[config.mk]
export PLATFORM = sky130hd
export DESIGN_NAME = seq_divider
export DESIGN_NICKNAME = d
export VERILOG_FILES = /design/src/rtl/seq_div_pkg.sv /design/src/rtl/addsub_unit.sv /design/src/rtl/seq_divider.sv
export SDC_FILE = /design/constraint.sdc
export NUM_CORES = 1
export LEC_CHECK = 0
export CORE_MARGIN = 8
export CORE_UTILIZATION = 27
export DETAILED_ROUTE_END_ITERATION = 12
export GPL_TIMING_DRIVEN = 0
export PLACE_DENSITY = 0.45
export SLEW_MARGIN = 0
export SYNTH_ARGS = -nofsm -noshare
export SYNTH_HDL_FRONTEND = slang
export SYNTH_SLANG_ARGS = --single-unit
export TNS_END_PERCENT = 10
[constraint.sdc]
create_clock -name clk -period 4.4 [get_ports clk]
set_input_delay 0.44 -clock clk [delete_from_list [all_inputs] [get_ports clk]]
set_output_delay 0.44 -clock clk [all_outputs]
set_load 0.05 [all_outputs]
[src/rtl/seq_div_pkg.sv]
// seq_div_pkg: shared state encoding and sizing constants for the sequential divider
package seq_div_pkg;
    typedef enum logic [1:0] {IDLE = 2'd0, RUN = 2'd1, DONE = 2'd2} state_t;
    localparam int DEF_WIDTH = 4;
    function automatic int cnt_width(input int w);
        return $clog2(w);
    endfunction
    localparam int CNT_W = cnt_width(DEF_WIDTH);
endpackage

[src/rtl/addsub_unit.sv]
// addsub_unit: N-bit ripple add/subtract; sub drives carry-in and inverts b
// ports: a, b (N) operands; sub (1) subtract mode; sum (N) result; cout (1) carry-out (1 = no borrow)
module addsub_unit #(
    parameter int N = 5
) (
    input  logic [N-1:0] a,
    input  logic [N-1:0] b,
    input  logic         sub,
    output logic [N-1:0] sum,
    output logic         cout
);
    logic [N-1:0] bx;
    logic         c;
    always_comb begin
        bx  = b ^ {N{sub}};
        c   = sub;
        sum = '0;
        for (int i = 0; i < N; i++) begin
            sum[i] = a[i] ^ bx[i] ^ c;
            c      = (a[i] & bx[i]) | (c & (a[i] ^ bx[i]));
        end
        cout = c;
    end
endmodule

[src/rtl/seq_divider.sv]
// seq_divider: restoring divider, one quotient bit per clock, start/done handshake
// ports: clk, rst (sync, active high); start, dividend, divisor (WIDTH) in;
//        busy, done, quotient, remainder (WIDTH), div_by_zero out (all registered)
// optional: define SEQ_DIV_SIGNED_EN for two's complement operands
module seq_divider
    import seq_div_pkg::*;
#(
    parameter int WIDTH = DEF_WIDTH
) (
    input  logic             clk,
    input  logic             rst,
    input  logic             start,
    input  logic [WIDTH-1:0] dividend,
    input  logic [WIDTH-1:0] divisor,
    output logic             busy,
    output logic             done,
    output logic [WIDTH-1:0] quotient,
    output logic [WIDTH-1:0] remainder,
    output logic             div_by_zero
);
    localparam int CW = cnt_width(WIDTH);
    state_t           state, nstate;
    logic [CW-1:0]    cnt;
    logic [WIDTH:0]   prem;
    logic [WIDTH-1:0] qsr, dsr, mag, qfix, rfix;
    logic             dz, accept, run;
    logic [WIDTH:0]   shifted, ua, ub, usum;
    logic             usub, ucout;
    assign run     = state == RUN;
    assign accept  = start && !run;
    assign shifted = {prem[WIDTH-1:0], qsr[WIDTH-1]};
    addsub_unit #(.N(WIDTH + 1)) u_addsub (
        .a    (ua),
        .b    (ub),
        .sub  (usub),
        .sum  (usum),
        .cout (ucout)
    );
`ifdef SEQ_DIV_SIGNED_EN
    logic qneg, rneg;
    // Outside RUN the unit negates the dividend; in RUN a negative divisor is
    // added sign-extended, which equals subtracting its magnitude with the same carry meaning.
    assign ua   = run ? shifted : '0;
    assign ub   = run ? {dsr[WIDTH-1], dsr} : {dividend[WIDTH-1], dividend};
    assign usub = run ? ~dsr[WIDTH-1] : 1'b1;
    assign mag  = dividend[WIDTH-1] ? usum[WIDTH-1:0] : dividend;
    assign qfix = qneg ? -qsr : qsr;
    assign rfix = rneg ? -prem[WIDTH-1:0] : prem[WIDTH-1:0];
    always_ff @(posedge clk) begin
        if (rst) begin
            qneg <= 1'b0;
            rneg <= 1'b0;
        end else if (accept) begin
            qneg <= (divisor != '0) && (dividend[WIDTH-1] ^ divisor[WIDTH-1]);
            rneg <= (divisor != '0) && dividend[WIDTH-1];
        end
    end
`else
    assign ua   = shifted;
    assign ub   = {1'b0, dsr};
    assign usub = 1'b1;
    assign mag  = dividend;
    assign qfix = qsr;
    assign rfix = prem[WIDTH-1:0];
`endif
    always_ff @(posedge clk) begin
        state <= rst ? IDLE : nstate;
    end
    always_comb begin
        nstate = IDLE;
        if (run)
            nstate = (cnt == '0) ? DONE : RUN;
        else if (accept)
            nstate = (divisor == '0) ? DONE : RUN;
    end
    always_ff @(posedge clk) begin
        if (rst) begin
            busy        <= 1'b0;
            done        <= 1'b0;
            quotient    <= '0;
            remainder   <= '0;
            div_by_zero <= 1'b0;
            cnt         <= '0;
            prem        <= '0;
            qsr         <= '0;
            dsr         <= '0;
            dz          <= 1'b0;
        end else begin
            busy <= nstate == RUN;
            done <= state == DONE;
            if (state == DONE) begin
                quotient    <= qfix;
                remainder   <= rfix;
                div_by_zero <= dz;
            end else if (accept) begin
                div_by_zero <= 1'b0;
            end
            if (accept) begin
                dsr  <= divisor;
                cnt  <= CW'(WIDTH - 1);
                dz   <= divisor == '0;
                qsr  <= (divisor == '0) ? '1 : mag;
                // divide-by-zero parks the raw dividend as the remainder
                prem <= (divisor == '0) ? {1'b0, dividend} : '0;
            end else if (run) begin
                prem <= ucout ? usum : shifted;
                qsr  <= {qsr[WIDTH-2:0], ucout};
                cnt  <= cnt - 1'b1;
            end
        end
    end
endmodule

Word level (Yosys, flattened, before mapping)
Index checks and enable logic that the tools add are counted.
{"block": "word_totals", "regBits": 28, "input_bits": 11, "out_inout_bits": 11, "wordCells": 60}
{"block": "classes", "n_addsub": 1, "n_eq_ne": 3, "muxes": 15, "bitwise": 24, "reduce_logical": 6}
{"cell": "two-way mux 4 bit", "n": 7}
{"cell": "two-way mux 2 bit", "n": 6}
{"cell": "bitwise AND 1 bit", "n": 9}
{"cell": "XOR 1 bit", "n": 8}
{"cell": "NOT 4 -> 5 bit", "n": 1}
{"cell": "bitwise OR 1 bit", "n": 5}
{"cell": "== test 2 x 1 -> 1 bit (second input constant)", "n": 2}
{"cell": "zero test 4 bit", "n": 1}
{"cell": "nonzero test 2 bit", "n": 2}
{"cell": "== test 2 bit (second input constant)", "n": 1}
{"cell": "zero test 2 bit", "n": 1}
{"cell": "two-way mux 1 bit", "n": 2}
{"cell": "subtractor 2 x 1 -> 2 bit (second input constant)", "n": 1}
{"cell": "logical AND 1 bit", "n": 1}
{"cell": "zero test 1 bit", "n": 1}
{"cell": "NOT 1 bit", "n": 1}

Depth between registers and ports, before layout
Gate-level depths: netlist (run 1).
{"block": "logic_depth", "depth_word": 14, "depth_mapped": 9, "depth_no_buf": 9}

By module
A second synthesis (run 1) with hierarchy kept.
{"block": "unflattened", "cells_unflattened": 153, "area_unflattened_um2": 1396.3}
{"module": "seq_divider", "n_inst": 1, "cells_per_inst": 136, "area_per_inst_um2": 1227.4, "seq_area_each_um2": 560.5}
{"module": "addsub_unit", "n_inst": 1, "cells_per_inst": 17, "area_per_inst_um2": 168.9, "seq_area_each_um2": 0.0}

Least setup slack after synthesis (run 1)
No wires, ideal clock.
{"block": "synth_timing", "path_kind": "register to register", "startpoint": "register qsr[3] (netlist: qfix[3])", "endpoint": "register prem[2]", "setup_ps": 86, "arrival_time_ps": 2069, "required_ps": 4314, "path_slack_ps": 2245, "stages_incl_launch_ff": 10, "n_path_buf": 0, "period_less_slack_ps": 2155, "cell_sequence": "dfxtp_1 > inv_1 > ha_1 > fa_1 > fa_1 > inv_1 > fa_1 > nor2_1 > mux2_2 > a221oi_2"}
{"block": "synth_via", "elab_chain_cells": 13, "elab_cells_between_ends": 15, "classes_between": "mux: 3; bitwise: 12"}
{"element": "from (decl)", "line": "seq_divider.sv:25", "source": "logic [WIDTH-1:0] qsr, dsr, mag, qfix, rfix;"}
{"element": "from (signal assigned)", "line": "seq_divider.sv:102", "source": "qsr <= (divisor == '0) ? '1 : mag;"}
{"element": "from (signal assigned)", "line": "seq_divider.sv:107", "source": "qsr <= {qsr[WIDTH-2:0], ucout};"}
{"element": "bitwise AND 1 bit / XOR 1 bit (equally long branches)", "line": "addsub_unit.sv:20", "source": "c = (a[i] & bx[i]) | (c & (a[i] ^ bx[i]));"}
{"element": "bitwise OR 1 bit (*)", "line": "addsub_unit.sv:20"}
{"element": "bitwise AND 1 bit (*)", "line": "addsub_unit.sv:20"}
{"element": "bitwise OR 1 bit (*)", "line": "addsub_unit.sv:20"}
{"element": "bitwise AND 1 bit", "line": "addsub_unit.sv:20"}
{"element": "bitwise OR 1 bit", "line": "addsub_unit.sv:20"}
{"element": "bitwise AND 1 bit", "line": "addsub_unit.sv:20"}
{"element": "bitwise OR 1 bit", "line": "addsub_unit.sv:20"}
{"element": "bitwise AND 1 bit", "line": "addsub_unit.sv:20"}
{"element": "bitwise OR 1 bit", "line": "addsub_unit.sv:20"}
{"element": "two-way mux 4 bit (*)", "line": "seq_divider.sv:106", "source": "prem <= ucout ? usum : shifted;"}
{"element": "two-way mux 4 bit (*)", "line": "seq_divider.sv:105", "source": "end else if (run) begin"}
{"element": "two-way mux 4 bit (*)", "line": "seq_divider.sv:98", "source": "if (accept) begin"}
{"element": "to (signal assigned)", "line": "seq_divider.sv:104", "source": "prem <= (divisor == '0) ? {1'b0, dividend} : '0;"}
{"element": "to (signal assigned)", "line": "seq_divider.sv:106"}
{"element": "to (decl)", "line": "seq_divider.sv:24", "source": "logic [WIDTH:0] prem;"}
Mark *: on every way between the ends. The rest lies on a longest branch, timed or not. The select of a mux whose other input is x is not followed.
A chain may end at the register's enable or synchronous reset.

Worst setup path after layout (run 1)
{"block": "layout_timing", "startpoint": "register qsr[3] (netlist: qfix[3])", "endpoint": "register prem[1]"}
{"block": "layout_via", "elab_chain_cells": 13, "elab_cells_between_ends": 15, "classes_between": "mux: 3; bitwise: 12"}
{"element": "bitwise AND 1 bit / XOR 1 bit (equally long branches)", "line": "addsub_unit.sv:20"}
{"element": "bitwise OR 1 bit (*)", "line": "addsub_unit.sv:20"}
{"element": "bitwise AND 1 bit", "line": "addsub_unit.sv:20"}
{"element": "bitwise OR 1 bit", "line": "addsub_unit.sv:20"}
{"element": "bitwise AND 1 bit", "line": "addsub_unit.sv:20"}
{"element": "bitwise OR 1 bit", "line": "addsub_unit.sv:20"}
{"element": "bitwise AND 1 bit", "line": "addsub_unit.sv:20"}
{"element": "bitwise OR 1 bit", "line": "addsub_unit.sv:20"}
{"element": "bitwise AND 1 bit", "line": "addsub_unit.sv:20"}
{"element": "bitwise OR 1 bit", "line": "addsub_unit.sv:20"}
{"element": "two-way mux 4 bit (*)", "line": "seq_divider.sv:106"}
{"element": "two-way mux 4 bit (*)", "line": "seq_divider.sv:105"}
{"element": "two-way mux 4 bit (*)", "line": "seq_divider.sv:98"}
Marked as above.

==> key figures, run 1 <==
Outcome
  – Outcome: complete, no violations

Finish
  – Nets: 182
  – Area delta synth->final: 25.63%
  – Register area: 560.5 um2
  – # diodes: 0
  – Post-layout util: 34.60%
  – Area occupied by multi-input gates: 639.4 um2
  – Share of cells above drive strength 1: 12.73%
  – Design area: 0.001613 mm2
  – # fillers: 479

Worst setup path
  – Kind of critical path: reg2reg
  – Critical path's largest stage delay: 0.40 ns
  – R2R depth: 9
  – Beginning of the worst register-to-register path: qfix[3]
  – Required time worst endpoint: 4.60 ns
  – Worst-path fanout max: 5
  – CP Launch Type: flop
  – R2R setup slack: 1.94 ns
  – Critical Path AT: 2.66 ns
  – CP endpoint kind: flop
  – Top cell by count, worst path: fa_1
  – R2R Path End: prem[1]
  – Worst-path cell chain: inv_1, ha_1, fa_1, fa_1, inv_1, fa_1, nor2_1, mux2_2, a221oi_2
  – Critical-path top delay cell: nor2_1

STA
  – Setup TNS: 0 ns
  – Shortest period the worst path allows: 2.462 ns
  – Layout Skew: 0.002806 ns
  – # setup viols final: 0
  – Slew HR: 59.64%
  – Final Hold Viols: 0
  – Period utilization: 55.95%
  – Final WS setup: 1.938 ns
  – Maximum clock frequency: 0.4062 GHz
  – RSZ-0062 raised after global routing: false
  – Fin. max-slew vios: 0
  – Worst slew pin tran: 0.6054 ns

Clock tree
  – Clk buf depth: 2
  – CTS root buf: clkbuf_8
  – CTS H-tree depth: 1
  – PostCTS Resize Cnt: 0
  – CTS tree: built
  – Clock Latency Late Sink: 0.28 ns
  – CTS clk-pin slew, worst paths: 0.10 ns
  – Postcts setup bufs: 0
  – Num CTS Buffers: 3
  – Cts hold-fix bufs: 0
  – # clock sinks: 28

Global routing
  – First-pass GRT wire length: 5.506 mm
  – Largest net degree at the start of global routing: 17
  – Vias in the first global route: 1105
  – GRT overflow: 0
  – GRT Util Overall: 9.400%
  – Initial antenna violation count: 0

Logic synthesis
  – Ys async rst share: 0%
  – Synth top area cells: dfxtp_1, a21oi_1, nand2_1
  – Post-synth top area share: 43.66%
  – Seq/Total Area, Yosys: 43.66%
  – Syn Nets: 158
  – Synth warn: 0
  – Syn_area_per_cell: 9.040 um2
  – Synth Register Bits: 28
  – Netlist cell types: 27
  – Post-synth EDFFs: 0
  – Most frequent cell after synthesis: dfxtp_1
  – Post-synth top area cell: dfxtp_1
  – Syn Inst Count: 142
  – Ys flop type: dfxtp_1
  – Post-Syn Area: 0.001284 mm2
  – Post-synth top cells: dfxtp_1, a21oi_1, nand2_1, nand3_1, nor3_1

Placement
  – Dpl hpwl: 2.468 mm
  – Placer Congestion: 0.7619
  – Setup Slack @ Placement: 1.981 ns
  – PortBufs: 19
  – Placed Area: 0.001541 mm2

Floorplanning
  – Die Area: 0.007217 mm2
  – Row count: 25
  – I/O pin count: 22
  – Core Region: 0.004661 mm2
  – Die Y: 84.96 um
  – Initial Util: 27.54%
  – Die W: 84.96 um

Min path
  – Hold endpoint: quotient[1]
  – Tightest Hold Check Type: reg2reg
  – Worst hold path depth: 2
  – Hold Startpoint: quotient[1]

Job
  – MaxCap Viol Count: 0

Power
  – Worst vdd ir: 195.6 uV
  – Pwr dens: 370.0 mW/mm2
  – Power, Total: 0.5968 mW
  – P_leak: 0.5514 nW

Detailed routing
  – Final WL: 3.238 mm
  – Vias: 1059
  – Antenna viol nets, final: 0
  – Initial DRC count: 99
  – Via/cell ratio: 4.836
  – DR pass1 iterations: 4
  – WL/cell: 14.79 um
  – Post-route DRC: 0
[critical path, delay by kind of cell (launching register included)]
kind | cells | cell delay [ns]
AO/OA/AOI/OAI | 1 | 0.20
adder cells (fa/ha/maj) | 4 | 0.89
buffers and inverters | 2 | 0.14
flip-flops | 1 | 0.34
multiplexers | 1 | 0.40
AND/OR/NAND/NOR | 1 | 0.40
[stage by stage]
step	std cells	hold WS (ns)
after floorplan	142	0.4285
after global placement	215	0.4448
after detailed placement	215	0.4500
after CTS	219	0.4645
after global routing	219	0.4713
final	219	0.4605
[worst max path at each step]
stage / from / endpoint / slack [ns] / cells past startpoint
final: qfix[3] / prem[1] / 1.94 / 9
after CTS: qfix[3] / prem[1] / 1.96 / 9
after floorplan: qfix[3] / prem[2] / 2.24 / 9
after global routing: qfix[3] / prem[1] / 1.77 / 9
after detailed placement: qfix[3] / prem[1] / 1.98 / 9
after global placement: qfix[3] / prem[1] / 2.01 / 9
[metal layers]
metal / part of all wire, % / GRT usage (%) / vias to the layer above
met5: 0 / 0 / -
met4: 1.1 / 2.427 / 0
met3: 4.1 / 2.413 / 2
met2: 48 / 15.91 / 20
met1: 47 / 11.45 / 499
li1: - / - / 538
[flip-flops by register name (all words and copies together), names as in the netlist]
name / flops
div_by_zero: 1
done: 1
dsr: 4
busy: 1
state: 2
qfix: 4
remainder: 4
dz: 1
prem: 4
cnt: 2
quotient: 4
[cell usage in the layout, fill, tap and decap left out, types with 2 or more instances in the layout]
cell type / count
ha_1: 2
nand3_1: 9
dfxtp_1: 28
o21ai_0: 5
a21oi_1: 19
buf_4: 2
nand2_1: 18
clkdlybuf4s50_1: 19
nor2b_1: 4
a211oi_1: 2
mux2i_1: 2
nor3_1: 9
nand2b_1: 2
fa_1: 3
inv_1: 7
nor4_1: 3
buf_2: 4
a221oi_2: 4
clkbuf_1: 4
clkbuf_8: 3
nor2_1: 5
mux2_2: 3
[cells by family (layout without fill, tap and decap cells)]
kind of cell	Yosys count	count (layout)	share of synthesized area, %
buffers and inverters	19	42	6.529
DFF	28	28	43.66
adders and majority gates	5	5	6.628
AOI/OAI and AO/OA	33	33	19.10
muxes	5	5	4.191
and+or+nand+nor	52	52	19.88
[where the power goes]
group / leakage, nW / total, mW / switching (mW) / internal [mW]
clock network: 0.0357 / 0.204 / 0.0824 / 0.122
logic: 0.286 / 0.113 / 0.0650 / 0.0479
registers: 0.229 / 0.280 / 0.0110 / 0.269
[cell type report]
cell class / instances / share of cell area (%)
buffer: 11 / 3.336
clock buffer: 3 / 2.560
clock inverter: 1 / 1.862
inverter: 8 / 1.862
multi-input combinational: 95 / 39.64
sequential: 28 / 34.76
tap: 54 / 4.189
timing repair buffer: 19 / 11.79
No activity file was read; power rests on OpenSTA's default activity.
==> run 2: changes to the inputs <==
- PLACE_DENSITY: 0.45 -> 0.47
- clock period: 4.4 -> 2.1 ns (I/O delays scaled with it)
==> key figures, run 2 (synthesis gave the netlist of run 1 again) <==
Worst setup path
  – Beginning of the worst register-to-register path: qfix[3]
  – Kind of critical path: reg2reg
  – Worst-path fanout max: 4
  – CP Launch Type: flop
  – R2R setup slack: -0.06 ns
  – Required time worst endpoint: 2.29 ns
  – R2R Path End: prem[2]
  – R2R depth: 9
  – Critical Path AT: 2.35 ns
  – CP endpoint kind: flop

Floorplanning
  – Die Area: 0.007217 mm2
  – Die W: 84.96 um
  – I/O pin count: 22
  – Die Y: 84.96 um
  – Row count: 25
  – Core Region: 0.004661 mm2
  – Initial Util: 27.54%

Clock tree
  – Clock Latency Late Sink: 0.27 ns
  – CTS H-tree depth: 1
  – # clock sinks: 28
  – Clk buf depth: 2
  – Num CTS Buffers: 3
  – CTS root buf: clkbuf_8
  – CTS clk-pin slew, worst paths: 0.10 ns
  – CTS tree: built

Job
  – MaxCap Viol Count: 0

Detailed routing
  – Initial DRC count: 97
  – Via/cell ratio: 4.864
  – Post-route DRC: 0
  – WL/cell: 14.63 um
  – Final WL: 3.219 mm
  – DR pass1 iterations: 4
  – Antenna viol nets, final: 0
  – Vias: 1070

Placement
  – Dpl hpwl: 2.433 mm
  – Placer Congestion: 0.7760
  – PortBufs: 19

Min path
  – Hold endpoint: prem[0]
  – Hold Startpoint: rst
  – Worst hold path depth: 2
  – Tightest Hold Check Type: in2reg

Finish
  – Nets: 184
  – # diodes: 0
  – Post-layout util: 34.93%
  – Share of cells above drive strength 1: 18.07%
  – Register area: 561.8 um2
  – Commonest non-fill, non-tap cell in the layout: dfxtp_1
  – Most frequent cells in the layout: dfxtp_1, a21oi_1, clkdlybuf4s50_1
  – Area occupied by multi-input gates: 668.1 um2
  – Area delta synth->final: 26.80%
  – # fillers: 486

Power
  – Worst vdd ir: 236.8 uV
  – P_leak: 0.5570 nW
  – Pwr dens: 701.7 mW/mm2

STA
  – Period utilization: 102.9%
  – Final Hold Viols: 0
  – Final WS setup: -0.06088 ns
  – # setup viols final: 5
  – Hold slack: 0.2479 ns
  – Layout Skew: 0.005933 ns
  – RSZ-0062 raised after global routing: true
  – Maximum clock frequency: 0.4628 GHz
  – Worst slew pin tran: 0.5989 ns
  – Slew HR: 60.07%
  – Fin. max-slew vios: 0
  – Setup TNS: -0.2072 ns
  – Shortest period the worst path allows: 2.161 ns

Global routing
  – First-pass GRT wire length: 5.223 mm
  – GRT Util Overall: 9.029%
  – GRT overflow: 0
  – Vias in the first global route: 1069
  – Initial antenna violation count: 0
  – Largest net degree at the start of global routing: 15

Outcome
  – Violated checks: setup timing
  – Outcome: finished, violations left
run 2: changes by cell type in the layout (fill, tap and decap cells not counted), moves of 2 or more:
| cell | previous run | this run |
|---|---|---|
| buf_4 | 2 | 4 |
| fa_2 | 0 | 3 |
| fa_1 | 3 | 0 |
| inv_2 | 0 | 2 |
| mux2_4 | 0 | 3 |
| inv_1 | 7 | 5 |
| mux2_2 | 3 | 0 |
run 2: worst max-delay path by stage:
stage            start       to  cells after the start
2_1_floorplan  qfix[3]  prem[1]                      9
3_3_place_gp   qfix[3]  prem[2]                      9
3_5_place_dp   qfix[3]  prem[2]                      9
4_1_cts        qfix[3]  qfix[0]                      9
5_1_grt        qfix[3]  prem[2]                      9
6_report       qfix[3]  prem[2]                      9
run 2: what timing repair did:
action,4_1_cts,5_1_grt
gates cloned,0,0
resized for setup,5,5
setup buffers,2,0
setup endpoints to repair,5,5
pin swaps,2,2
endpoints found under the hold margin,0,0
hold buffers,0,0
run 2: final cells by class:
cell class	instances	share of cell area [%]
multi-input cells	95	41.05
flip-flops and latches	28	34.51
repair buffers	21	12.61
well taps	54	4.151
plain buffers	11	3.305
clock buffers	3	2.537
inverters	8	1.845
run 2: critical path, cell delays in order (launching register included):
cell      delay, ns
dfxtp_2        0.35
inv_2          0.04
ha_2           0.17
fa_2           0.33
fa_2           0.35
inv_2          0.06
fa_2           0.21
nor2_4         0.06
mux2_4         0.31
a221oi_2       0.21
run 2: per-layer routing:
metal / track usage [%] / wire [um] / vias up
li1: - / - / 545
met1: 11.19 / 1555 / 493
met2: 14.77 / 1456 / 26
met3: 1.351 / 135 / 6
met4: 4.531 / 72 / 0
met5: 0 / 0 / -
run 2: metrics by stage:
stage               instance area (um2)  std cells  power [mW]  setup slack (ns)
finish                             1628        220       1.142          -0.06088
global route                       1628        220       1.201           -0.1493
CTS                                1614        220       1.142          -0.09116
detailed placement                 1546        215      0.8354           -0.2154
global placement                   1546        215      0.8297           -0.1838
floorplan                          1289        142      0.7628           0.01116
run 2: where the power goes:
part,leakage (nW),switching [mW],internal (mW)
clock network,0.0216,0.162,0.129
logic,0.306,0.143,0.121
registers,0.230,0.0240,0.563
==> run 3: changes to the inputs <==
- ABC_CLOCK_PERIOD_IN_PS: unset -> 2100
==> results of run 3 <==
Final layout, timing and power as in run 2 (identical DEF).
==> RTL change, RTL diff (config.mk and constraints of run 1) <==
The 3 states of `state_t` get a one-hot encoding in 3 bits.
--- a/src/rtl/seq_div_pkg.sv
+++ b/src/rtl/seq_div_pkg.sv
@@ -1,5 +1,5 @@
 // seq_div_pkg: shared state encoding and sizing constants for the sequential divider
 package seq_div_pkg;
-    typedef enum logic [1:0] {IDLE = 2'd0, RUN = 2'd1, DONE = 2'd2} state_t;
+    typedef enum logic [2:0] {IDLE = 3'b001, RUN = 3'b010, DONE = 3'b100} state_t;
     localparam int DEF_WIDTH = 4;
     function automatic int cnt_width(input int w);
Formal check against the unedited RTL: no difference found for any inputs over 10 cycles, from zero or initial values and one cycle with rst high; not proved beyond that.
==> RTL change against run 1 <==
  * Fmax increased by 4.0%
  * Total power decreased by 4.5%
  * Final area increased by 2.4%
  * Wire length increased by 2.9%
  * Sequential cell count increased by 1
  * Hold slack got worse by 0.0060 ns
  * Area after synthesis increased by 1.9%
  * Sequential share of layout area increased by 0.40 points
  * Setup slack improved by 0.095 ns
  * Critical endpoint is now prem[1]
==> RTL change: results <==
[cts]
cts-resized-gates = 0
cts_htree_levels = 2
path_clk_slew_ns = 0.06
numCtsBuffers = 5
clockRootBuffer = "clkbuf_8"
cts_setup_buffers = 0
clk_latency_ns = 0.28
cts_max_path_buffers = 2

[placement]
place_area_um2 = 1565
place_inst = 213
gp_congestion = 0.7847
pre_cts_ws_ns = 2.045
hpwl_mm = 2.482
io_buffers = 19

[logic_synthesis]
synth_compound_area_share_pct = 21.72
synth_area_leaders = "dfxtp_1, a21oi_1, nand2_1"
syn_nets = 156
post_synth_xor_area_fraction_pct = 0
async_flop_share_pct = 0
yosysUniqueCellTypes = 29
yosys.area_share.adder_pct = 6.507
netlist_top_cells_count = "dfxtp_1, a21oi_1, nand2_1"
synth_cells = 140
yosysSeqAreaShare_pct = 44.40
yosys_warnings = 0
synth_ff_type = "dfxtp_1"
synth_mux_area_share_pct = 4.498

[routing]
vias = 1065
firstDrtPassIters = 4
drtIter0Drc = 86
drt-total-wl_mm = 3.332

[worst_hold_path]
hold_path_class = "reg -> reg"

[global_route]
grt_pass1_vias = 1121
grtUsageTotal_pct = 9.946
grt_max_degree = 11
overflow = 0
grt_pass1_wl_mm = 5.630
antenna_found_initial = 0

[finish]
drive_above_1_share_pct = 14.46
instances_no_fill = 220
finalNetCount = 182
antenna_cells = 0

[critical_path]
crit_fanout = 4

[run_status]
status = "finished, final reports clean"

[sta]
timing.slew.headroom_pct = 60.59
fin_skew_ns = 0.003867

[power_and_ir_drop]
leakage_uw = 0.0005621
peakVddDrop_mv = 0.1515

[die]
rows = 25
-- RTL change: changes by cell type after synthesis, sizes merged, moves of 2 or more --
| cell | before | now |
|---|---|---|
| nor4 | 4 | 1 |
| a21oi | 19 | 23 |
| nor3b | 0 | 2 |
| o221ai | 0 | 4 |
| nand2 | 18 | 21 |
| nor3 | 10 | 2 |
| nand2b | 2 | 0 |
| or3b | 0 | 2 |
| nor2b | 4 | 0 |
-- RTL change: final timing paths --
path / from / to / slack, ns / cells after the start
min reg2reg: dz / div_by_zero / 0.45 / 2
max: qfix[3] / prem[1] / 2.03 / 9
max reg2reg: qfix[3] / prem[1] / 2.03 / 9
min: dz / div_by_zero / 0.45 / 2
-- RTL change: logic make-up after synthesis --
group,after synthesis
AOI/OAI and AO/OA,42
adders and majority gates,5
buffers and inverters,18
DFF,29
muxes,5
and+or+nand+nor,41
-- RTL change: metal layers --
metal / part of all wire [%] / vias up / GRT usage, %
met2: 43 / 35 / 14.03
li1: - / 541 / -
met1: 47 / 481 / 12.51
met4: 2.1 / 0 / 4.140
met5: 0 / - / 0
met3: 7.5 / 8 / 4.776
-- RTL change: worst max-delay path, stage by stage (launching register included) --
cell	delay, ns
dfxtp_1	0.33
inv_1	0.08
ha_1	0.16
fa_1	0.18
fa_1	0.17
inv_1	0.05
fa_1	0.39
nor2_1	0.31
mux2_2	0.38
a221oi_1	0.22
-- RTL change: layout make-up --
class                           count  area [um^2]
Clock buffer                        7        86.33
Multi-Input combinational cell     93        649.4
Fill cell                         483         3040
Buffer                             10        47.55
Sequential cell                    29        580.6
Tap cell                           54        67.56
Timing Repair Buffer               19        190.2
Inverter                            8        30.03
-- RTL change: power breakdown --
part | internal, uW | switching (uW)
sequential | 273 | 8.21
combinational | 33.1 | 38.6
clock | 124 | 93.1
